File: src/rtl/multicycle_sequencer.sv
// Multi-cycle control FSM for the MiniRISC datapath: fetch/decode/exec/mem/wb
// sequencing with a memory-ready handshake, a memory timeout trap and run/step/halt debug control.
//
// state  | meaning
// IDLE   | waiting for start
// FETCH  | instruction register latches (ir_en)
// DECODE | opcode decoded into the control registers
// EXEC   | ALU operation, controls valid
// MEM    | data memory strobe held until mem_ready or timeout
// WB     | register write-back and PC commit, instruction retires
// PAUSE  | single-step hold, waits for step
// HALT   | HALT opcode seen, sticky until rst
// TRAP   | undefined opcode or memory timeout, sticky until rst
module multicycle_sequencer #(
    parameter int MEM_TIMEOUT = 15,
    parameter int COUNT_W     = 32
) (
    input  logic               clk,
    input  logic               rst,
    input  logic               start,
    input  logic               step_mode,
    input  logic               step,
    input  logic [3:0]         opcode,
    input  logic               mem_ready,
    output logic               ir_en,
    output logic               pc_en,
    output logic               ALUSrc,
    output logic               IMMSel,
    output logic               MemRead,
    output logic               MemWrite,
    output logic [2:0]         ALUOp,
    output logic [1:0]         WriteReg,
    output logic [1:0]         MemRegPC,
    output logic               busy,
    output logic               halted,
    output logic               illegal,
    output logic [COUNT_W-1:0] instr_count
);

    typedef enum logic [3:0] {
        S_IDLE, S_FETCH, S_DECODE, S_EXEC, S_MEM, S_WB, S_PAUSE, S_HALT, S_TRAP
    } state_t;

    state_t state, state_nxt;

    logic       alu_src_q, imm_sel_q, mem_read_q, mem_write_q;
    logic [2:0] alu_op_q;
    logic [1:0] write_reg_q, mem_reg_pc_q;

    logic       dec_alu_src, dec_imm_sel, dec_mem_read, dec_mem_write;
    logic [2:0] dec_alu_op;
    logic [1:0] dec_write_reg, dec_mem_reg_pc;

    logic [7:0] mem_cnt;
    logic       mem_timeout;
    logic       ctl_active;

    assign mem_timeout = (mem_cnt == 8'(MEM_TIMEOUT - 1));

    // Undefined and HALT opcodes decode to all-zero controls.
    always_comb begin
        dec_alu_src    = 1'b0;
        dec_imm_sel    = 1'b0;
        dec_mem_read   = 1'b0;
        dec_mem_write  = 1'b0;
        dec_alu_op     = 3'b000;
        dec_write_reg  = 2'b00;
        dec_mem_reg_pc = 2'b00;
        case (opcode)
            4'h0: begin
                dec_write_reg  = 2'b01;
                dec_mem_reg_pc = 2'b01;
            end
            4'h1: begin
                dec_alu_src    = 1'b1;
                dec_imm_sel    = 1'b1;
                dec_alu_op     = 3'b001;
                dec_write_reg  = 2'b01;
                dec_mem_reg_pc = 2'b01;
            end
            4'h2: begin
                dec_alu_src    = 1'b1;
                dec_imm_sel    = 1'b1;
                dec_alu_op     = 3'b010;
                dec_write_reg  = 2'b01;
                dec_mem_read   = 1'b1;
            end
            4'h3: begin
                dec_alu_src    = 1'b1;
                dec_imm_sel    = 1'b1;
                dec_alu_op     = 3'b010;
                dec_mem_write  = 1'b1;
            end
            4'h4: dec_alu_op = 3'b011;
            4'h5: dec_alu_op = 3'b100;
            4'h6: begin
                dec_alu_op     = 3'b100;
                dec_write_reg  = 2'b10;
                dec_mem_reg_pc = 2'b10;
            end
            4'h7: dec_alu_op = 3'b100;
            default: ;
        endcase
    end

    always_ff @(posedge clk) begin
        if (rst) begin
            state <= S_IDLE;
        end else begin
            state <= state_nxt;
        end
    end

    always_comb begin
        state_nxt = state;
        case (state)
            S_IDLE:   if (start) state_nxt = S_FETCH;
            S_FETCH:  state_nxt = S_DECODE;
            S_DECODE: begin
                if (opcode == 4'hF)  state_nxt = S_HALT;
                else if (opcode[3])  state_nxt = S_TRAP;
                else                 state_nxt = S_EXEC;
            end
            S_EXEC:   state_nxt = (mem_read_q || mem_write_q) ? S_MEM : S_WB;
            S_MEM: begin
                if (mem_ready)        state_nxt = S_WB;
                else if (mem_timeout) state_nxt = S_TRAP;
            end
            S_WB:     state_nxt = step_mode ? S_PAUSE : S_FETCH;
            S_PAUSE:  if (step) state_nxt = S_FETCH;
            S_HALT:   state_nxt = S_HALT;
            S_TRAP:   state_nxt = S_TRAP;
            default:  state_nxt = S_IDLE;
        endcase
    end

    always_ff @(posedge clk) begin
        if (rst) begin
            alu_src_q    <= 1'b0;
            imm_sel_q    <= 1'b0;
            mem_read_q   <= 1'b0;
            mem_write_q  <= 1'b0;
            alu_op_q     <= 3'b000;
            write_reg_q  <= 2'b00;
            mem_reg_pc_q <= 2'b00;
            mem_cnt      <= 8'd0;
            instr_count  <= '0;
        end else begin
            if (state == S_DECODE) begin
                alu_src_q    <= dec_alu_src;
                imm_sel_q    <= dec_imm_sel;
                mem_read_q   <= dec_mem_read;
                mem_write_q  <= dec_mem_write;
                alu_op_q     <= dec_alu_op;
                write_reg_q  <= dec_write_reg;
                mem_reg_pc_q <= dec_mem_reg_pc;
            end
            mem_cnt <= (state == S_MEM) ? mem_cnt + 8'd1 : 8'd0;
            if (state == S_WB) begin
                instr_count <= instr_count + COUNT_W'(1);
            end
        end
    end

    assign ctl_active = (state == S_EXEC) || (state == S_MEM) || (state == S_WB);

    assign ir_en    = (state == S_FETCH);
    assign pc_en    = (state == S_WB);
    assign ALUSrc   = ctl_active ? alu_src_q : 1'b0;
    assign IMMSel   = ctl_active ? imm_sel_q : 1'b0;
    assign ALUOp    = ctl_active ? alu_op_q : 3'b000;
    assign MemRegPC = ctl_active ? mem_reg_pc_q : 2'b00;
    // Write enable only in WB so each instruction writes the register file once.
    assign WriteReg = (state == S_WB) ? write_reg_q : 2'b00;
    assign MemRead  = (state == S_MEM) && mem_read_q;
    assign MemWrite = (state == S_MEM) && mem_write_q;
    assign busy     = (state == S_FETCH) || (state == S_DECODE) || ctl_active;
    assign halted   = (state == S_HALT);
    assign illegal  = (state == S_TRAP);

endmodule

File: config.mk
export PLATFORM = sky130hd
export DESIGN_NAME = multicycle_sequencer
export DESIGN_NICKNAME = d
export VERILOG_FILES = /design/src/rtl/multicycle_sequencer.sv
export SDC_FILE = /design/constraint.sdc
export NUM_CORES = 1
export LEC_CHECK = 0
export CAP_MARGIN = 0
export CORE_ASPECT_RATIO = 0.8
export CORE_MARGIN = 3
export CORE_UTILIZATION = 50
export CTS_CLUSTER_SIZE = 14
export DETAILED_ROUTE_END_ITERATION = 16
export PLACE_DENSITY = 0.78
export SLEW_MARGIN = 5
export SYNTH_ARGS = -nofsm -noshare
export SYNTH_HDL_FRONTEND = slang
export SYNTH_SLANG_ARGS = --single-unit
File: constraint.sdc
create_clock -name clk -period 4 [get_ports clk]
set_input_delay 0.6 -clock clk [delete_from_list [all_inputs] [get_ports clk]]
set_output_delay 0.6 -clock clk [all_outputs]
set_load 0.01 [all_outputs]
# Word level (Yosys, flattened, before mapping)
# Cells that the tools add are included.
[totals]
inputBits = 10
reg_bits = 54
output_inout_bits = 48
word_cells = 67
[classes]
n_bitwise = 1
mux = 19
n_addsub = 2
n_reduce_logical = 16
eq_ne = 20
[ops]
columns = ["operator", "count"]
rows = [
  ["case mux 4 bit (9 select lines)", 1],
  ["adder 32 x 1 -> 32 bit (second input constant)", 1],
  ["equality test 4 x 3 -> 1 bit (second input constant)", 8],
  ["2-to-1 mux 4 bit", 6],
  ["equality test 4 x 2 -> 1 bit (second input constant)", 4],
  ["case mux 3 bit (4 select lines)", 1],
  ["OR reduction 3 bit", 3],
  ["adder 8 x 1 -> 8 bit (second input constant)", 1],
  ["equality test 4 x 1 -> 1 bit (second input constant)", 2],
  ["equality test 4 bit (second input constant)", 2],
  ["equality test 8 x 4 -> 1 bit (second input constant)", 1],
  ["zero test 4 bit", 2],
  ["case mux 2 bit (2 select lines)", 2],
  ["2-to-1 mux 3 bit", 2],
  ["OR reduction 2 bit", 3],
  ["logical OR 1 bit", 5],
  ["2-to-1 mux 1 bit", 5],
  ["2-to-1 mux 2 bit", 2],
  ["inequality test 2 bit (second input constant)", 2],
  ["inequality test 3 bit (second input constant)", 1],
  ["AND reduction 3 bit", 1],
  ["logical AND 1 bit", 2],
  ["NOT 1 bit", 1],
]

# Depth between registers and ports, before layout
# Gate-level depths: netlist (run 1).
[depth]
depth_word = 4
ltp_mapped = 7

# Least setup slack after synthesis (run 1)
# OpenSTA, ideal clock, no wires.
[synth_timing]
kind = "flip-flop to output port"
from = "reg state[1]"
to = "out IMMSel"
stages_incl_launch_ff = 6
path_buffers = 2
slack_ns = 2.066
t_arrival_ns = 1.334
cell_sequence = "dfxtp_1 clkbuf_1 nand3b_1 a21oi_1 and2_1 buf_4"
[synth_between]
elab_chain_len = 4
elab_cells_between_ends = 6
[synth_lines]
columns = ["element", "line_no", "text"]
rows = [
  ["start: declaration", "44", "state_t state, state_nxt;"],
  ["start signal: assignment", "110", "state <= state_nxt;"],
  ["equality test 4 x 2 -> 1 bit or equality test 4 x 3 -> 1 bit (tied branches)", "165", "assign ctl_active = (state == S_EXEC) || (state == S_MEM) || (state == S_WB);"],
  ["logical OR 1 bit", "165", ""],
  ["logical OR 1 bit (*)", "165", ""],
  ["2-to-1 mux 1 bit (*)", "170", "assign IMMSel = ctl_active ? imm_sel_q : 1'b0;"],
  ["end: declaration", "28", "output logic IMMSel,"],
]
# Mark *: on every way between the ends. The rest lies on a longest branch, timed or not.

# Worst setup path in the final report (run 1)
[layout_timing]
from = "reg state[2]"
to = "out WriteReg[0]"
[layout_between]
elab_chain_len = 2
[layout_lines]
columns = ["element", "line_no", "text"]
rows = [
  ["equality test 4 x 3 -> 1 bit", "174", "assign WriteReg = (state == S_WB) ? write_reg_q : 2'b00;"],
  ["2-to-1 mux 2 bit", "174", ""],
  ["end: declaration", "32", "output logic [1:0] WriteReg,"],
]
# No other way between the ends.

==> impl_metrics.ini, run 1 <==
[power]
vdd_drop_max_mv = 0.253
leakage_nw = 1.12
p_per_area_nw_per_um2 = 338

[logic_synthesis]
syn_nets = 352
yosys-top-cells-area = dfxtp_1 (39%), a21oi_1 (6.5%), nand2_1 (4.4%)
synth_area_leader_cell = dfxtp_1
synthArstFlopShare_pct = 0
ys_seq_area_share_pct = 39.2
synth_top_area_share_pct = 39.2
syn-instance-count = 339
yosysMostFrequentCell = dfxtp_1
synth_seq_cells = 54
ys_top_cells_by_count = dfxtp_1 (54), a21oi_1 (36), nand2_1 (32)
yosysUniqueCellTypes = 44
synth_top_family_by_area = simple AND/OR/NAND/NOR gates
synth_xor_area_share_pct = 5.39
synth_top_flop_cell = dfxtp_1
syn_avg_cell_area_um2 = 8.14
synth_compound_area_share_pct = 14.5
synth_fa_ha_area_share_pct = 1.36
ys.warnings.count = 0
synth_mux_area_share_pct = 1.22
synth_edf_count = 0
synth_simple_gate_area_share_pct = 34.5
synthesis.area_um2 = 2760

[cts]
numCtsBuffers = 5
clkSinkCount = 54
cts_root_buf = clkbuf_8
cts_tree = done
clockBufferDepth = 2
cts_htree_levels = 2
insertion_delay_ps = 310
clkTransAtPathRegs_ps = 90
cts_resized = 0
ctsHoldBuffers = 0
postCtsSetupBuffers = 0

[detailed_routing]
ant_nets = 0
wirelength_mm = 6.70
vias = 2663
routedWlPerCell_um = 15.0
dr.pass1.iters = 4
drt-initial-drc-count = 150
drc = 0
viasPerCell = 5.94

[grt]
grt_pass1_vias = 2371
grt_max_degree = 26
overflow = 0
antenna_found_initial = 0
grt_pass1_wl_mm = 11.2
grt_usage_pct = 21.7

[floorplan]
rows = 23
die_w_um = 89.1
initial_core_util_pct = 53.3
die_area_um2 = 6450
die_height_um = 72.5
ioPinCount = 58
coreArea_um2 = 5180

[timing]
layout_min_cycle_time_ps = 3060
clock_skew_ps = 11.1
relSlewSlack_pct = 37.0
layout_setup_ws_ps = 938
fmax_ghz = 0.327
worst_pin_slew_ps = 942
grt_setup_unrepaired = no
hold_viol = 0
slew_violations = 0
period_share_pct = 76.6
setup_violations = 0
fin_tns_setup_ps = 0

[hold_path]
hold_path.class = reg -> reg
hp-start = alu_op_q[2]$_SDFFE_PP0N_
min_path_cells = 2
whs_endpoint = alu_op_q[2]$_SDFFE_PP0N_

[worst_setup_path]
startpoint_type = flip-flop
r2r_slack_ps = 1150
path_cells = nand4bb_1 -> inv_1 -> and2_1 -> clkdlybuf4s50_1
r2r_cells = 5
end_kind = output port
slowest_stage = dfxtp_1
slowest_delay_ps = 590
r2r_start = state[2]$_SDFFE_PP0P_
crit_fanout = 14
cp.arrival_ps = 2460
rr_endpoint = instr_count[21]$_SDFFE_PP0N_
crit_required_ps = 3400
path_class = reg -> out

[layout]
n_antenna_cell = 0
area_delta_synth_final_pct = 25.1
post-route-util_pct = 66.6
fillCellCount = 445
nNetsFinal = 398
drive_gt1_share_pct = 4.40

[place]
gp_routability_congestion = 0.844
dpl_worst_slack_ps = 1230
io_buffers = 57
place_hpwl_mm = 4.79

[run_status]
status = complete, no violations

[run]
maxCapViolCount = 0
## power breakdown
part | leakage (nW) | internal (W) | switching [W]
clock | 0.0579 | 0.000185 | 0.000181
sequential | 0.435 | 0.000555 | 0.0000418
combinational | 0.623 | 0.0000993 | 0.000105
total | 1.12 | 0.000839 | 0.000328
## cells in the final DEF, fill, tap and decap left out, types with 8 or more instances in the layout
cell | netlist | final
and2_1 | 16 | 16
xor2_1 | 11 | 11
or4_1 | 11 | 11
clkdlybuf4s50_1 | 0 | 57
nand2_1 | 32 | 32
nand4_1 | 16 | 16
nor4_1 | 9 | 9
dfxtp_1 | 54 | 54
o31ai_1 | 10 | 10
a21oi_1 | 36 | 36
o21ai_0 | 8 | 8
nand3_1 | 15 | 15
nor2_1 | 28 | 28
## logic make-up (layout without fill, tap and decap cells)
logic type / Yosys count / count (layout)
AO/OA/AOI/OAI: 66 / 66
buffers and inverters: 27 / 74
flip-flops: 54 / 54
XOR/XNOR: 17 / 17
multiplexers: 3 / 3
adder cells (fa/ha/maj): 3 / 3
AND/OR/NAND/NOR: 169 / 169
## layer usage
layer	up-vias	track usage (%)	share of wire (%)
met4	0	6.45	1.4
met3	7	4.77	6.1
li1	1327	-	-
met2	85	32.0	44
met5	-	0	0
met1	1244	31.9	49
## critical path: cells and delay by family, from the launching register on
family | cells | cell delay [ps]
buf+inv | 2 | 1020
flops | 1 | 590
simple gates | 2 | 550
## registers in the layout, summed over array words and instances (netlist names)
register / count
instr_count: 32
mem_cnt: 8
state: 4
alu_op_q: 3
mem_reg_pc_q: 2
write_reg_q: 2
imm_sel_q: 1
mem_read_q: 1
mem_write_q: 1
## how the worst max path moves through the flow
stage | startpoint | to | slack [ps] | depth (start not counted)
global route | state[2]$_SDFFE_PP0P_ | WriteReg[0] | 800 | 4
finish | state[2]$_SDFFE_PP0P_ | WriteReg[0] | 940 | 4
detailed placement | state[2]$_SDFFE_PP0P_ | instr_count[21]$_SDFFE_PP0N_ | 1230 | 5
global placement | state[2]$_SDFFE_PP0P_ | instr_count[21]$_SDFFE_PP0N_ | 1370 | 5
CTS | state[2]$_SDFFE_PP0P_ | WriteReg[0] | 960 | 4
floorplan | state[1]$_SDFFE_PP0P_ | IMMSel | 2070 | 5
## per-stage QoR
| step | instance area (µm²) | instances | hold slack, ps | power [W] |
|---|---|---|---|---|
| 2_1_floorplan | 2760 | 339 | 427 | 0.000741 |
| 3_3_place_gp | 3340 | 440 | 435 | 0.000805 |
| 3_5_place_dp | 3340 | 440 | 441 | 0.000812 |
| 4_1_cts | 3450 | 448 | 454 | 0.00117 |
| 5_1_grt | 3450 | 448 | 466 | 0.00121 |
| 6_report | 3450 | 448 | 450 | 0.00117 |
## area by class of cell
class	instances	area [µm²]	area share [%]
clock buffer	5	68.8	1.99
clock inverter	3	40.0	1.16
inverter	7	26.3	0.761
multi-input combinational	258	1570	45.6
sequential	54	1080	31.3
tap	62	77.6	2.25
timing repair buffer	59	586	17.0
(Power assumes the default switching activity.)
==> run 2, diff against run 1 <==
Clock period 4 ns to 3.1 ns, I/O delays scaled along.
==> impl_metrics.ini, run 2 (synthesized netlist as in run 1, its figures left out) <==
[timing]
relSlewSlack_pct = 53.7
fin_tns_setup_ps = 0
layout_min_cycle_time_ps = 2920
grt_setup_unrepaired = no
setup_violations = 0
fmax_ghz = 0.342
worst_pin_slew_ps = 688
period_share_pct = 94.3
hold_viol = 0
slew_violations = 0
clock_skew_ps = 5.42

[worst_setup_path]
cp.arrival_ps = 2460
end_kind = output port
slowest_stage = dfxtp_1
slowest_delay_ps = 590
path_cells = nand4bb_1 -> inv_1 -> and2_1 -> clkdlybuf4s50_1
path_delay_family = buffers and inverters
crit_required_ps = 2630
path_buf_inv = 2
r2r_slack_ps = 480
startpoint_type = flip-flop
crit_fanout = 14
path_class = reg -> out

[cts]
clkSinkCount = 54
cts_root_buf = clkbuf_8
postCtsSetupBuffers = 0
ctsHoldBuffers = 0
numCtsBuffers = 5
cts_htree_levels = 2
cts_resized = 0
clkTransAtPathRegs_ps = 90
clockBufferDepth = 2
cts_tree = done
insertion_delay_ps = 300

[detailed_routing]
ant_nets = 0
routedWlPerCell_um = 14.8
viasPerCell = 5.87
drc = 0
wirelength_mm = 6.66
vias = 2635
drt-initial-drc-count = 142
dr.pass1.iters = 4

[place]
place_hpwl_mm = 4.78
gp_routability_congestion = 0.838
io_buffers = 57
placed_area_um2 = 3350

[layout]
area_delta_synth_final_pct = 24.8
n_antenna_cell = 0
final_cell_mix = clkdlybuf4s50_1 (57), dfxtp_1 (54), a21oi_1 (36)
drive_gt1_share_pct = 4.65
largest_reg_flops = 32
largest-register = instr_count
final_area_um2 = 3450
top_regs = instr_count: 32 flops, mem_cnt: 8 flops, state: 4 flops
mostFrequentLayoutCell = clkdlybuf4s50_1
nNetsFinal = 399

[grt]
grt_pass1_vias = 2400
antenna_found_initial = 0
grt_max_degree = 50
grt_usage_pct = 21.5
grt_pass1_wl_mm = 11.2
overflow = 0

[power]
p_per_area_nw_per_um2 = 417
swShare_pct = 28.7
power.internal_w = 0.00103
power_frac_comb_pct = 18.4
leakage_nw = 1.11
p_clk_share_pct = 28.1
p_seq_share_pct = 53.5
p_sw_w = 0.000413
vdd_drop_max_mv = 0.318

[floorplan]
initial_core_util_pct = 53.3
ioPinCount = 58
die_w_um = 89.1
die_height_um = 72.5
rows = 23
coreArea_um2 = 5180
die_area_um2 = 6450

[run]
maxCapViolCount = 0

[run_status]
status = complete, no violations

[hold_path]
hold_path.class = reg -> reg
## run 2: cell types whose count changed in the layout (fill, tap and decap cells not counted), sizes merged
cell / before / now
buf: 2 / 3
bufinv: 1 / 0
clkinvlp: 0 / 1
clkbuf: 5 / 6
clkinv: 2 / 1
## run 2: layer usage
metal,vias to the layer above,global-route usage (%),wire (µm)
met5,-,0,0
met4,0,3.80,21
met3,2,4.43,347
met2,67,32.9,3010
met1,1235,31.6,3280
li1,1331,-,-
## run 2: layout make-up
class	instances	area [µm²]
clock inverters	2	12.5
repair buffers	60	593
well taps	62	77.6
clock buffers	6	82.6
flip-flops and latches	54	1080
fillers	445	1730
inverters	7	26.3
multi-input cells	258	1570
## run 2: worst register-to-register path, delay by kind of cell (launching register included)
kind	cells	cell delay, ps
buf+inv	1	480
simple gates	3	1340
flops	1	590
compound gates	1	140
## run 2: per-stage QoR
stage,hold WS [ps],utilization (%),total power [W],std cells,setup WS (ps)
2_1_floorplan,427,-,0.000956,339,1220
4_1_cts,456,66.5,0.00145,449,200
6_report,453,66.5,0.00144,449,177
3_5_place_dp,443,64.7,0.00105,441,553
5_1_grt,478,66.5,0.00151,449,22.8
3_3_place_gp,434,64.7,0.00104,441,648
## run 2: power by group through the flow
stage               Sequential (W)  Combinational, W  Clock (W)
finish                    0.000770          0.000264   0.000404
global route              0.000776          0.000296   0.000440
global placement          0.000780          0.000258          0
floorplan                 0.000747          0.000209          0
detailed placement        0.000785          0.000264          0
CTS                       0.000768          0.000265   0.000414
## run 2: path summary, 6_finish.rpt
check | startpoint | end | cells after the start
setup / recovery | state[2]$_SDFFE_PP0P_ | WriteReg[0] | 4
hold reg to reg | write_reg_q[0]$_SDFFE_PP0N_ | write_reg_q[0]$_SDFFE_PP0N_ | 2
setup reg to reg | state[2]$_SDFFE_PP0P_ | instr_count[20]$_SDFFE_PP0N_ | 5
hold / removal | write_reg_q[0]$_SDFFE_PP0N_ | write_reg_q[0]$_SDFFE_PP0N_ | 2
==> run 3, diff against run 2 <==
Settings changed: ABC_AREA set to 1.
Clock period 3.1 ns to 3.41 ns, I/O delays scaled along.
==> impl_metrics.ini, run 3 <==
[run_status]
status = complete, no violations

[grt]
antenna_found_initial = 0
grt_pass1_vias = 2774
overflow = 0
grt_usage_pct = 22.3
grt_max_degree = 29
grt_pass1_wl_mm = 12.2

[cts]
numCtsBuffers = 5
cts_resized = 0
cts_root_buf = clkbuf_8
cts_tree = done
clkSinkCount = 54
clockBufferDepth = 2
insertion_delay_ps = 310
cts_htree_levels = 2
ctsHoldBuffers = 0
clkTransAtPathRegs_ps = 90
postCtsSetupBuffers = 0

[power]
p_seq_share_pct = 50.6
p_per_area_nw_per_um2 = 386
swShare_pct = 30.7
p_clk_share_pct = 26.3
p_total_w = 0.00138
power.internal_w = 0.000958
vdd_drop_max_mv = 0.219
power_frac_comb_pct = 23.1
leakage_nw = 1.29
p_sw_w = 0.000424

[logic_synthesis]
yosys-top-cells-area = dfxtp_1 (38%), nand2_1 (13%), nor2_1 (12%)
synthesis.area_um2 = 2860
syn_avg_cell_area_um2 = 6.48
synthArstFlopShare_pct = 0
syn_nets = 454
yosysMostFrequentCell = nand2_1
ys_top_cells_by_count = nand2_1 (100), nor2_1 (92), dfxtp_1 (54)
ys_seq_area_share_pct = 37.8
ys.warnings.count = 0
synth_area_leader_cell = dfxtp_1
yosysUniqueCellTypes = 31
syn-instance-count = 441
synth_edf_count = 0
synth_top_flop_cell = dfxtp_1
synth_seq_cells = 54
synth_top_area_share_pct = 37.8

[place]
io_buffers = 57
dp.cells = 567
gp_routability_congestion = 0.862
place_hpwl_mm = 5.65

[layout]
area_delta_synth_final_pct = 25.3
fillCellCount = 467
final_cell_mix = nand2_1 (100), nor2_1 (92), clkdlybuf4s50_1 (57)
mostFrequentLayoutCell = nand2_1
nNetsFinal = 512
n_antenna_cell = 0
largest-register = instr_count
drive_gt1_share_pct = 5.20
largest_reg_flops = 32
fin_cells = 575
top_regs = instr_count: 32 flops, mem_cnt: 8 flops, state: 4 flops

[timing]
period_share_pct = 74.5
grt_setup_unrepaired = no
clock_skew_ps = 7.65
setup_violations = 0
fmax_ghz = 0.394
relSlewSlack_pct = 47.4
worst_pin_slew_ps = 784
fin_tns_setup_ps = 0
layout_min_cycle_time_ps = 2540
slew_violations = 0
hold_viol = 0

[worst_setup_path]
path_class = reg -> out
r2r_start = state[1]$_SDFFE_PP0P_
path_depth = 6
r2r_cells = 9
crit_required_ps = 2900
slowest_delay_ps = 560
path_buf_inv = 2
slowest_stage = clkdlybuf4s50_1
crit_fanout = 6
cpMostUsedCell = nor2_1
cp.arrival_ps = 2030
r2r_slack_ps = 1750
crit_start = state[2]$_SDFFE_PP0P_
rr_endpoint = instr_count[28]$_SDFFE_PP0N_
end_kind = output port
crit_path_end = ALUSrc
path_cells = nor2_1 -> nand3_1 -> nand2_1 -> inv_1 -> nor2_1 -> clkdlybuf4s50_1
startpoint_type = flip-flop
path_delay_family = simple AND/OR/NAND/NOR gates

[floorplan]
rows = 23
die_w_um = 90.5
die_area_um2 = 6660
die_height_um = 73.6
initial_core_util_pct = 54.3
coreArea_um2 = 5270
ioPinCount = 58

[detailed_routing]
drc = 0
wirelength_mm = 7.35
drt-initial-drc-count = 266
dr.pass1.iters = 5
viasPerCell = 5.34
vias = 3069
routedWlPerCell_um = 12.8
ant_nets = 0

[hold_path]
hold_path.class = reg -> reg

[run]
maxCapViolCount = 0
==> run 3: cell types whose count changed in the layout (fill, tap and decap cells not counted), moves of 9 or more <==
cell,change
nor4_1,-9
o31ai_1,-10
or4_1,-11
a21oi_1,-10
nand3_1,+12
and2_1,-12
o21ai_0,+14
nor2_1,+64
inv_1,+45
nand2_1,+68
==> run 3: worst register-to-register path, cell delays in order, from the launching register on <==
cell     delay [ps]
dfxtp_1         350
inv_2            90
nand2_1         100
nor2_4          270
nand2_1         160
nor2_4          250
nand3_1         160
nand2_1          90
nand2_1          50
nor2_1           90
==> run 3: logic make-up (layout without fill, tap and decap cells) <==
logic type                 Yosys count  count (layout)  share of synthesized area [%]
AOI/OAI and AO/OA                   60              60                           11.6
DFF                                 54              54                           37.8
adders and majority gates            3               3                           1.31
and+or+nand+nor                    256             256                           38.8
buffers and inverters               62             121                           8.63
xor gates and xnor gates             6               6                           1.84
==> run 3: layer usage <==
metal	routed length (µm)	vias up	track usage, %
met5	0	-	0
met4	135	0	8.83
met3	506	14	3.58
met2	3250	123	35.7
met1	3460	1410	30.4
li1	-	1522	-
==> run 3: layout make-up <==
| cell class | instances | area (µm²) | area share (%) |
|---|---|---|---|
| timing repair buffer | 58 | 578 | 16.1 |
| inverter | 55 | 206 | 5.77 |
| sequential | 54 | 1080 | 30.2 |
| tap | 75 | 93.8 | 2.62 |
| clock inverter | 1 | 5.00 | 0.140 |
| clock buffer | 7 | 86.3 | 2.41 |
| multi-input combinational | 325 | 1530 | 42.7 |
==> run 3: worst min-delay path by stage <==
stage,to,slack (ps),cells after the start,startpoint
after detailed placement,write_reg_q[0]$_SDFFE_PP0N_,460,2,write_reg_q[0]$_SDFFE_PP0N_
final,alu_op_q[1]$_SDFFE_PP0N_,470,2,alu_op_q[1]$_SDFFE_PP0N_
after floorplan,imm_sel_q$_SDFFE_PP0N_,430,2,imm_sel_q$_SDFFE_PP0N_
after global placement,write_reg_q[0]$_SDFFE_PP0N_,450,2,write_reg_q[0]$_SDFFE_PP0N_
after global routing,write_reg_q[0]$_SDFFE_PP0N_,500,2,write_reg_q[0]$_SDFFE_PP0N_
after CTS,mem_reg_pc_q[1]$_SDFFE_PP0N_,480,2,mem_reg_pc_q[1]$_SDFFE_PP0N_
==> run 3: per-stage QoR <==
stage | setup slack, ps | cell area (µm²) | hold slack, ps | utilization, %
finish | 869 | 3580 | 471 | 68.0
global route | 690 | 3580 | 504 | 68.0
CTS | 874 | 3580 | 478 | 68.0
detailed placement | 1010 | 3490 | 463 | 66.3
global placement | 1020 | 3490 | 455 | 66.3
floorplan | 1720 | 2860 | 431 | -
==> run 3: power groups by stage <==
| stage | registers [W] | logic [W] | clock network (W) |
|---|---|---|---|
| floorplan | 0.000708 | 0.000214 | 0 |
| global placement | 0.000712 | 0.000308 | 0 |
| detailed placement | 0.000713 | 0.000316 | 0 |
| CTS | 0.000698 | 0.000319 | 0.000371 |
| global route | 0.000703 | 0.000359 | 0.000393 |
| finish | 0.000699 | 0.000320 | 0.000364 |
